$ cat config.mk
export PLATFORM = sky130hd
export DESIGN_NAME = spi_bank_sched_flat
export DESIGN_NICKNAME = d
export VERILOG_FILES = /design/src/rtl/spi_bank_sched_if.sv /design/src/rtl/spi_bank_sched.sv /design/src/flat_wrapper.sv
export SDC_FILE = /design/constraint.sdc
export NUM_CORES = 1
export LEC_CHECK = 0
export BUFFER_PORTS_ARGS = -buffer_cell sky130_fd_sc_hd__buf_2
export CAP_MARGIN = 20
export CORE_ASPECT_RATIO = 1.2
export CORE_MARGIN = 3
export CORE_UTILIZATION = 47
export CTS_CLUSTER_DIAMETER = 120
export DETAILED_ROUTE_END_ITERATION = 16
export GPL_TIMING_DRIVEN = 0
export HOLD_SLACK_MARGIN = 0.15
export PLACE_DENSITY = 0.84
export REMOVE_ABC_BUFFERS = 1
export SETUP_SLACK_MARGIN = 0.2
export SYNTH_ARGS = -nofsm -noshare
export SYNTH_HDL_FRONTEND = slang
export SYNTH_SLANG_ARGS = --single-unit
export TNS_END_PERCENT = 30
$ cat constraint.sdc
create_clock -name clk -period 1.7 [get_ports clk]
set_input_delay 0.34 -clock clk [delete_from_list [all_inputs] [get_ports clk]]
set_output_delay 0.34 -clock clk [all_outputs]
set_load 0.02 [all_outputs]
$ cat src/rtl/spi_bank_sched_if.sv
// Handshake bundle between the NITTA/SPI glue and the bank scheduler.
// The scheduler attaches through the slave modport; the environment uses master.
interface spi_bank_sched_if #(
    parameter int CNT_W = 3
);
    logic             signal_cycle;
    logic             signal_wr;
    logic             cs;
    logic             spi_ready;
    logic             bank_nitta;
    logic [1:0]       buf_clr;
    logic [CNT_W-1:0] nitta_wr_cnt;
    logic [CNT_W-1:0] spi_word_cnt;
    logic             flag_start;
    logic             flag_stop;
    logic [7:0]       swap_cnt;
    logic             err_ovf;
    logic             err_late;

    modport master (
        output signal_cycle, signal_wr, cs, spi_ready,
        input  bank_nitta, buf_clr, nitta_wr_cnt, spi_word_cnt,
               flag_start, flag_stop, swap_cnt, err_ovf, err_late
    );

    modport slave (
        input  signal_cycle, signal_wr, cs, spi_ready,
        output bank_nitta, buf_clr, nitta_wr_cnt, spi_word_cnt,
               flag_start, flag_stop, swap_cnt, err_ovf, err_late
    );
endinterface

$ cat src/rtl/spi_bank_sched.sv
// Ping-pong bank scheduler: NITTA owns one bank pair and SPI the other.
// Banks swap once both a computation cycle and an SPI frame have completed.
module spi_bank_sched #(
    parameter int BUF_SIZE = 6,
    parameter int CNT_W    = 3
) (
    input  logic               clk,
    input  logic               rst,
    spi_bank_sched_if.slave    bus
);
    typedef enum logic [2:0] {
        IDLE      = 3'd0,
        XFER      = 3'd1,
        WAIT_CYC  = 3'd2,
        WAIT_XFER = 3'd3,
        SWAP      = 3'd4
    } state_t;

    localparam logic [CNT_W-1:0] FULL_CNT = CNT_W'(BUF_SIZE);
    localparam logic [CNT_W-1:0] ONE_CNT  = CNT_W'(1);
    localparam logic [CNT_W-1:0] ZERO_CNT = CNT_W'(0);

    state_t           state_r;
    state_t           state_next_s;
    logic             cs_d_r;
    logic             armed_r;
    logic             fall_s;
    logic             rise_s;
    logic             late_set_s;
    logic             wr_ovf_s;
    logic             spi_ovf_s;
    logic             bank_nitta_r;
    logic [1:0]       buf_clr_r;
    logic [CNT_W-1:0] nitta_wr_cnt_r;
    logic [CNT_W-1:0] spi_word_cnt_r;
    logic             flag_start_r;
    logic             flag_stop_r;
    logic [7:0]       swap_cnt_r;
    logic             err_ovf_r;
    logic             err_late_r;

    // Edges only count once cs has been seen high after reset, so a frame
    // already in flight at reset release is ignored until it ends.
    assign fall_s    = armed_r & cs_d_r & ~bus.cs;
    assign rise_s    = armed_r & ~cs_d_r & bus.cs;
    assign wr_ovf_s  = bus.signal_wr & (state_r != SWAP) & (nitta_wr_cnt_r == FULL_CNT);
    assign spi_ovf_s = bus.spi_ready & ~bus.cs & ~fall_s & (spi_word_cnt_r == FULL_CNT);

    // Delayed chip select and edge-arming register.
    always_ff @(posedge clk or negedge rst) begin
        if (!rst) begin
            cs_d_r  <= 1'b1;
            armed_r <= 1'b0;
        end else begin
            cs_d_r  <= bus.cs;
            armed_r <= armed_r | bus.cs;
        end
    end

    // Next-state decode and deadline-miss detection.
    always_comb begin
        state_next_s = state_r;
        late_set_s   = 1'b0;
        case (state_r)
            IDLE: begin
                if (bus.signal_cycle) begin
                    state_next_s = WAIT_XFER;
                end else if (fall_s) begin
                    state_next_s = XFER;
                end else begin
                    state_next_s = IDLE;
                end
            end
            XFER: begin
                if (rise_s && bus.signal_cycle) begin
                    state_next_s = SWAP;
                end else if (rise_s) begin
                    state_next_s = WAIT_CYC;
                end else if (bus.signal_cycle) begin
                    state_next_s = WAIT_XFER;
                end else begin
                    state_next_s = XFER;
                end
            end
            WAIT_CYC: begin
                if (bus.signal_cycle) begin
                    state_next_s = SWAP;
                end else if (fall_s) begin
                    late_set_s   = 1'b1;
                    state_next_s = WAIT_CYC;
                end else begin
                    state_next_s = WAIT_CYC;
                end
            end
            WAIT_XFER: begin
                late_set_s = bus.signal_cycle;
                if (rise_s) begin
                    state_next_s = SWAP;
                end else begin
                    state_next_s = WAIT_XFER;
                end
            end
            SWAP: begin
                if (!bus.cs) begin
                    state_next_s = XFER;
                end else begin
                    state_next_s = IDLE;
                end
            end
            default: begin
                state_next_s = IDLE;
            end
        endcase
    end

    // State register.
    always_ff @(posedge clk or negedge rst) begin
        if (!rst) begin
            state_r <= IDLE;
        end else begin
            state_r <= state_next_s;
        end
    end

    // One-cycle transaction flags and the pointer-reset pulse, which is
    // high exactly while the FSM sits in SWAP.
    always_ff @(posedge clk or negedge rst) begin
        if (!rst) begin
            flag_start_r <= 1'b0;
            flag_stop_r  <= 1'b0;
            buf_clr_r    <= 2'b00;
        end else begin
            flag_start_r <= fall_s;
            flag_stop_r  <= rise_s;
            buf_clr_r    <= (state_next_s == SWAP) ? 2'b11 : 2'b00;
        end
    end

    // Bank ownership and swap counter advance at the end of SWAP.
    always_ff @(posedge clk or negedge rst) begin
        if (!rst) begin
            bank_nitta_r <= 1'b0;
            swap_cnt_r   <= 8'd0;
        end else if (state_r == SWAP) begin
            bank_nitta_r <= ~bank_nitta_r;
            swap_cnt_r   <= swap_cnt_r + 8'd1;
        end else begin
            bank_nitta_r <= bank_nitta_r;
            swap_cnt_r   <= swap_cnt_r;
        end
    end

    // NITTA write counter; a write in SWAP lands in the freshly owned bank.
    always_ff @(posedge clk or negedge rst) begin
        if (!rst) begin
            nitta_wr_cnt_r <= ZERO_CNT;
        end else if (state_r == SWAP) begin
            nitta_wr_cnt_r <= bus.signal_wr ? ONE_CNT : ZERO_CNT;
        end else if (bus.signal_wr && (nitta_wr_cnt_r != FULL_CNT)) begin
            nitta_wr_cnt_r <= nitta_wr_cnt_r + ONE_CNT;
        end else begin
            nitta_wr_cnt_r <= nitta_wr_cnt_r;
        end
    end

    // SPI word counter for the current frame.
    always_ff @(posedge clk or negedge rst) begin
        if (!rst) begin
            spi_word_cnt_r <= ZERO_CNT;
        end else if (fall_s) begin
            spi_word_cnt_r <= ZERO_CNT;
        end else if (bus.spi_ready && !bus.cs && (spi_word_cnt_r != FULL_CNT)) begin
            spi_word_cnt_r <= spi_word_cnt_r + ONE_CNT;
        end else begin
            spi_word_cnt_r <= spi_word_cnt_r;
        end
    end

    // Sticky error flags, cleared only by reset.
    always_ff @(posedge clk or negedge rst) begin
        if (!rst) begin
            err_ovf_r  <= 1'b0;
            err_late_r <= 1'b0;
        end else begin
            err_ovf_r  <= err_ovf_r | wr_ovf_s | spi_ovf_s;
            err_late_r <= err_late_r | late_set_s;
        end
    end

    assign bus.bank_nitta   = bank_nitta_r;
    assign bus.buf_clr      = buf_clr_r;
    assign bus.nitta_wr_cnt = nitta_wr_cnt_r;
    assign bus.spi_word_cnt = spi_word_cnt_r;
    assign bus.flag_start   = flag_start_r;
    assign bus.flag_stop    = flag_stop_r;
    assign bus.swap_cnt     = swap_cnt_r;
    assign bus.err_ovf      = err_ovf_r;
    assign bus.err_late     = err_late_r;

endmodule

$ cat src/flat_wrapper.sv
// flat-port wrapper written by rule: the top's interface ports become plain ports
module spi_bank_sched_flat 
#(
    parameter int BUF_SIZE = 6,
    parameter int CNT_W    = 3
)
  (clk, rst, bus_signal_cycle, bus_signal_wr, bus_cs, bus_spi_ready, bus_bank_nitta, bus_buf_clr, bus_nitta_wr_cnt, bus_spi_word_cnt, bus_flag_start, bus_flag_stop, bus_swap_cnt, bus_err_ovf, bus_err_late);
  spi_bank_sched_if #(.CNT_W(CNT_W)) bus_i ();
  input  logic clk;
  input  logic rst;
  input wire logic [$bits(bus_i.signal_cycle)-1:0] bus_signal_cycle;
  input wire logic [$bits(bus_i.signal_wr)-1:0] bus_signal_wr;
  input wire logic [$bits(bus_i.cs)-1:0] bus_cs;
  input wire logic [$bits(bus_i.spi_ready)-1:0] bus_spi_ready;
  output wire logic [$bits(bus_i.bank_nitta)-1:0] bus_bank_nitta;
  output wire logic [$bits(bus_i.buf_clr)-1:0] bus_buf_clr;
  output wire logic [$bits(bus_i.nitta_wr_cnt)-1:0] bus_nitta_wr_cnt;
  output wire logic [$bits(bus_i.spi_word_cnt)-1:0] bus_spi_word_cnt;
  output wire logic [$bits(bus_i.flag_start)-1:0] bus_flag_start;
  output wire logic [$bits(bus_i.flag_stop)-1:0] bus_flag_stop;
  output wire logic [$bits(bus_i.swap_cnt)-1:0] bus_swap_cnt;
  output wire logic [$bits(bus_i.err_ovf)-1:0] bus_err_ovf;
  output wire logic [$bits(bus_i.err_late)-1:0] bus_err_late;
  assign bus_i.signal_cycle = bus_signal_cycle;
  assign bus_i.signal_wr = bus_signal_wr;
  assign bus_i.cs = bus_cs;
  assign bus_i.spi_ready = bus_spi_ready;
  assign bus_bank_nitta = bus_i.bank_nitta;
  assign bus_buf_clr = bus_i.buf_clr;
  assign bus_nitta_wr_cnt = bus_i.nitta_wr_cnt;
  assign bus_spi_word_cnt = bus_i.spi_word_cnt;
  assign bus_flag_start = bus_i.flag_start;
  assign bus_flag_stop = bus_i.flag_stop;
  assign bus_swap_cnt = bus_i.swap_cnt;
  assign bus_err_ovf = bus_i.err_ovf;
  assign bus_err_late = bus_i.err_late;
  spi_bank_sched #(.BUF_SIZE(BUF_SIZE), .CNT_W(CNT_W)) u_core (.clk(clk), .rst(rst), .bus(bus_i));
endmodule
==> run metrics <==
Yosys warnings 0; Synth cell types 37; Final TNS setup 0 ns; final max-slew violation count 0; endpoints failing hold 0; worst endpoint data arrival time 1.83 ns; CTS tree done; die area 3250 sq um; register area 627 sq um; Critical Path Sink Type register; number of buffers created by CTS 3; CTS Buffer Depth 2; GRT Residual Overflow 0; VDD IR-drop max 693 uV; Pwr Total 1.98 mW; Tmin final 1.62 ns; Mapped Area 1220 sq um; P&R area growth vs syn 17.9%; RD Place Congestion 0.853; Max Cap Violations 0; worst hold slack 0.293 ns; H-tree levels 1; Synth area leaders dfrtp_1 (49%), ha_1 (6.1%), xnor2_1 (4.3%), a21oi_1 (3.3%), buf_6 (2.8%); Seq/Total Area, Yosys 51.3%; worst hold path type in -> reg; initial antenna violation count 0; Num Clock Sinks 25; power density over the cells 1380 nW/um^2; flops & latches, synth 25; die width 52.6 um; Ports 27; largest net degree at the start of global routing 26; Clk pin slew, worst setup/hold paths 0.12 ns; Port-buffer cells 26; Finished Cell Area 1440 sq um; Relative slew margins 64.8%; Syn Area/Cell 11.4 sq um; worst-path maximum fanout 2; row cnt 19; type of the worst setup path reg -> reg; Max stage delay on crit path 0.55 ns; CP required 1.92 ns; GRT Overall Usage 14.2%; fin nets 150; first-pass GRT wire length 3510 um; Clock Skew 0.00179 ns; outcome finished, final reports clean; Lkg Pwr 0.708 nW; worst slew pin tran 0.528 ns; Iter 0 DRT Violations 21; Post-route DRC 0; fraction of layout cells with a size suffix above 1 27.7%; Via Count 896; RSZ-0062 raised after global routing yes; most common cell in the netlist dfrtp_1; top-area cell type share of the netlist area 49.1%; predominant post-synthesis flop cell dfrtp_1; post-synth top area cell dfrtp_1; setup violators final 0; Routed Antenna Nets 0; EDFF count, synth 0; async set-reset flop share out of synthesis 100%; f_max 618 MHz; Filler cells 199; initial core utilization 51.4%; vias per cell 5.33; Clk Latency, worst-skew pair 0.31 ns; Root Driver clkbuf_4; synth cell count leaders dfrtp_1 (24), a21oi_1 (8), ha_1 (6), xnor2_1 (6), inv_1 (5); DR WL/cell 12.4 um; Routed WL 2090 um; router iterations before antenna repair 4; Worst setup SP type register; core area 2380 sq um; Critical Path, Cell by Cell and3b_2 > ha_4 > and3b_1 > a221o_1 > and2_1; antenna cells 0; footprint of the multi-input gates 546 sq um; Slowest-stage cell, CP dfstp_2; Cells after Synth 107; die height 61.9 um; fin crit share 95.1%; vias in the first global route 828; Area after DPL 1350 sq um
==> critical path, delay by kind of cell (launching register included) <==
| family | cells | cell delay, ns |
|---|---|---|
| simple gates | 3 | 0.53 |
| flops | 1 | 0.55 |
| compound gates | 1 | 0.27 |
| fa+ha+maj | 1 | 0.16 |
==> logic make-up after synthesis <==
| kind of cell | count (synthesis) | share of synthesized area (%) |
|---|---|---|
| AO/OA/AOI/OAI | 23 | 12.4 |
| multiplexers | 2 | 1.74 |
| AND/OR/NAND/NOR | 33 | 17.5 |
| adder cells (fa/ha/maj) | 6 | 6.14 |
| buffers and inverters | 10 | 5.22 |
| XOR/XNOR | 8 | 5.73 |
| flip-flops | 25 | 51.3 |
==> sequential cells by signal, summed over array words and instances (netlist names) <==
signal	cells
u_core.bus.flag_start	1
u_core.bus.err_late	1
u_core.bus.spi_word_cnt	3
u_core.bus.flag_stop	1
u_core.state_r	3
u_core.bus.nitta_wr_cnt	3
u_core.cs_d_r	1
u_core.bus.swap_cnt	8
u_core.bus.bank_nitta	1
u_core.bus.err_ovf	1
u_core.bus.buf_clr	1
u_core.armed_r	1
==> report_power, final <==
group | switching (mW) | leakage (nW) | total (mW) | internal [mW]
registers | 0.196 | 0.309 | 0.949 | 0.753
clock network | 0.162 | 0.0150 | 0.254 | 0.0917
logic | 0.435 | 0.384 | 0.780 | 0.345
total | 0.793 | 0.708 | 1.98 | 1.19
==> metal layers <==
layer,wire length [um],track usage (%),part of all wire [%]
met5,0,0,0
met4,17,5.11,0.81
met3,95,3.34,4.5
met2,1040,23.6,50
met1,938,18.1,45
==> what timing repair did <==
item | CTS | global route
hold buffers | 1 | 1
gates resized for setup | 3 | 0
pin swaps | 1 | 1
buffers inserted | 2 | 1
setup endpoints to repair | 9 | 14
endpoints found under the hold margin | 24 | 1
==> placed cells by master (no fill, tap or decap), drive strengths merged, types with 2 or more instances in the layout <==
master / netlist / layout
nand4: 4 / 4
nor2: 3 / 3
buf: 4 / 29
and4b: 2 / 2
ha: 6 / 6
xnor2: 6 / 6
and3b: 3 / 3
clkbuf: 1 / 4
inv: 5 / 5
a21oi: 8 / 8
xor2: 2 / 2
and2: 4 / 4
nand2b: 2 / 2
dfrtp: 24 / 24
nor3: 2 / 2
o21a: 2 / 2
or3: 3 / 3
nand2: 3 / 3
o21ai: 4 / 4
dlygate4sd3: 0 / 2
nand3: 2 / 2
and3: 2 / 2
==> path summary, 6_finish.rpt <==
| check | to | depth (start not counted) | slack, ns | from |
|---|---|---|---|---|
| max | u_core.state_r[2]$_DFF_PN0_ | 5 | 0.08 | u_core.cs_d_r$_DFF_PN1_ |
| min in group asynchronous | u_core.bus.spi_word_cnt[2]$_DFFE_PN0P_ | 2 | 0.52 | rst |
| max reg2reg | u_core.state_r[2]$_DFF_PN0_ | 5 | 0.08 | u_core.cs_d_r$_DFF_PN1_ |
| min reg2reg | u_core.bus.bank_nitta$_DFFE_PN0N_ | 1 | 0.47 | u_core.bus.bank_nitta$_DFFE_PN0N_ |
| min | u_core.armed_r$_DFF_PN0_ | 2 | 0.29 | bus_cs |
| max in group asynchronous | u_core.cs_d_r$_DFF_PN1_ | 2 | 0.82 | rst |
==> per-stage QoR <==
step / setup slack [ns] / utilization, % / instances
after floorplan: 0.0941 / - / 102
after global routing: 0.0428 / 60.6 / 168
after CTS: 0.0890 / 59.4 / 166
after detailed placement: -0.0162 / 56.6 / 159
after global placement: 0.0412 / 56.6 / 159
final: 0.0825 / 60.6 / 168
==> cell type report <==
cell class | instances | share of cell area (%)
clock buffer | 4 | 1.82
tap | 31 | 2.69
sequential | 25 | 43.5
inverter | 5 | 1.30
timing repair buffer | 31 | 12.8
multi-input combinational | 72 | 37.8
No activity file was read; power rests on OpenSTA's default activity.
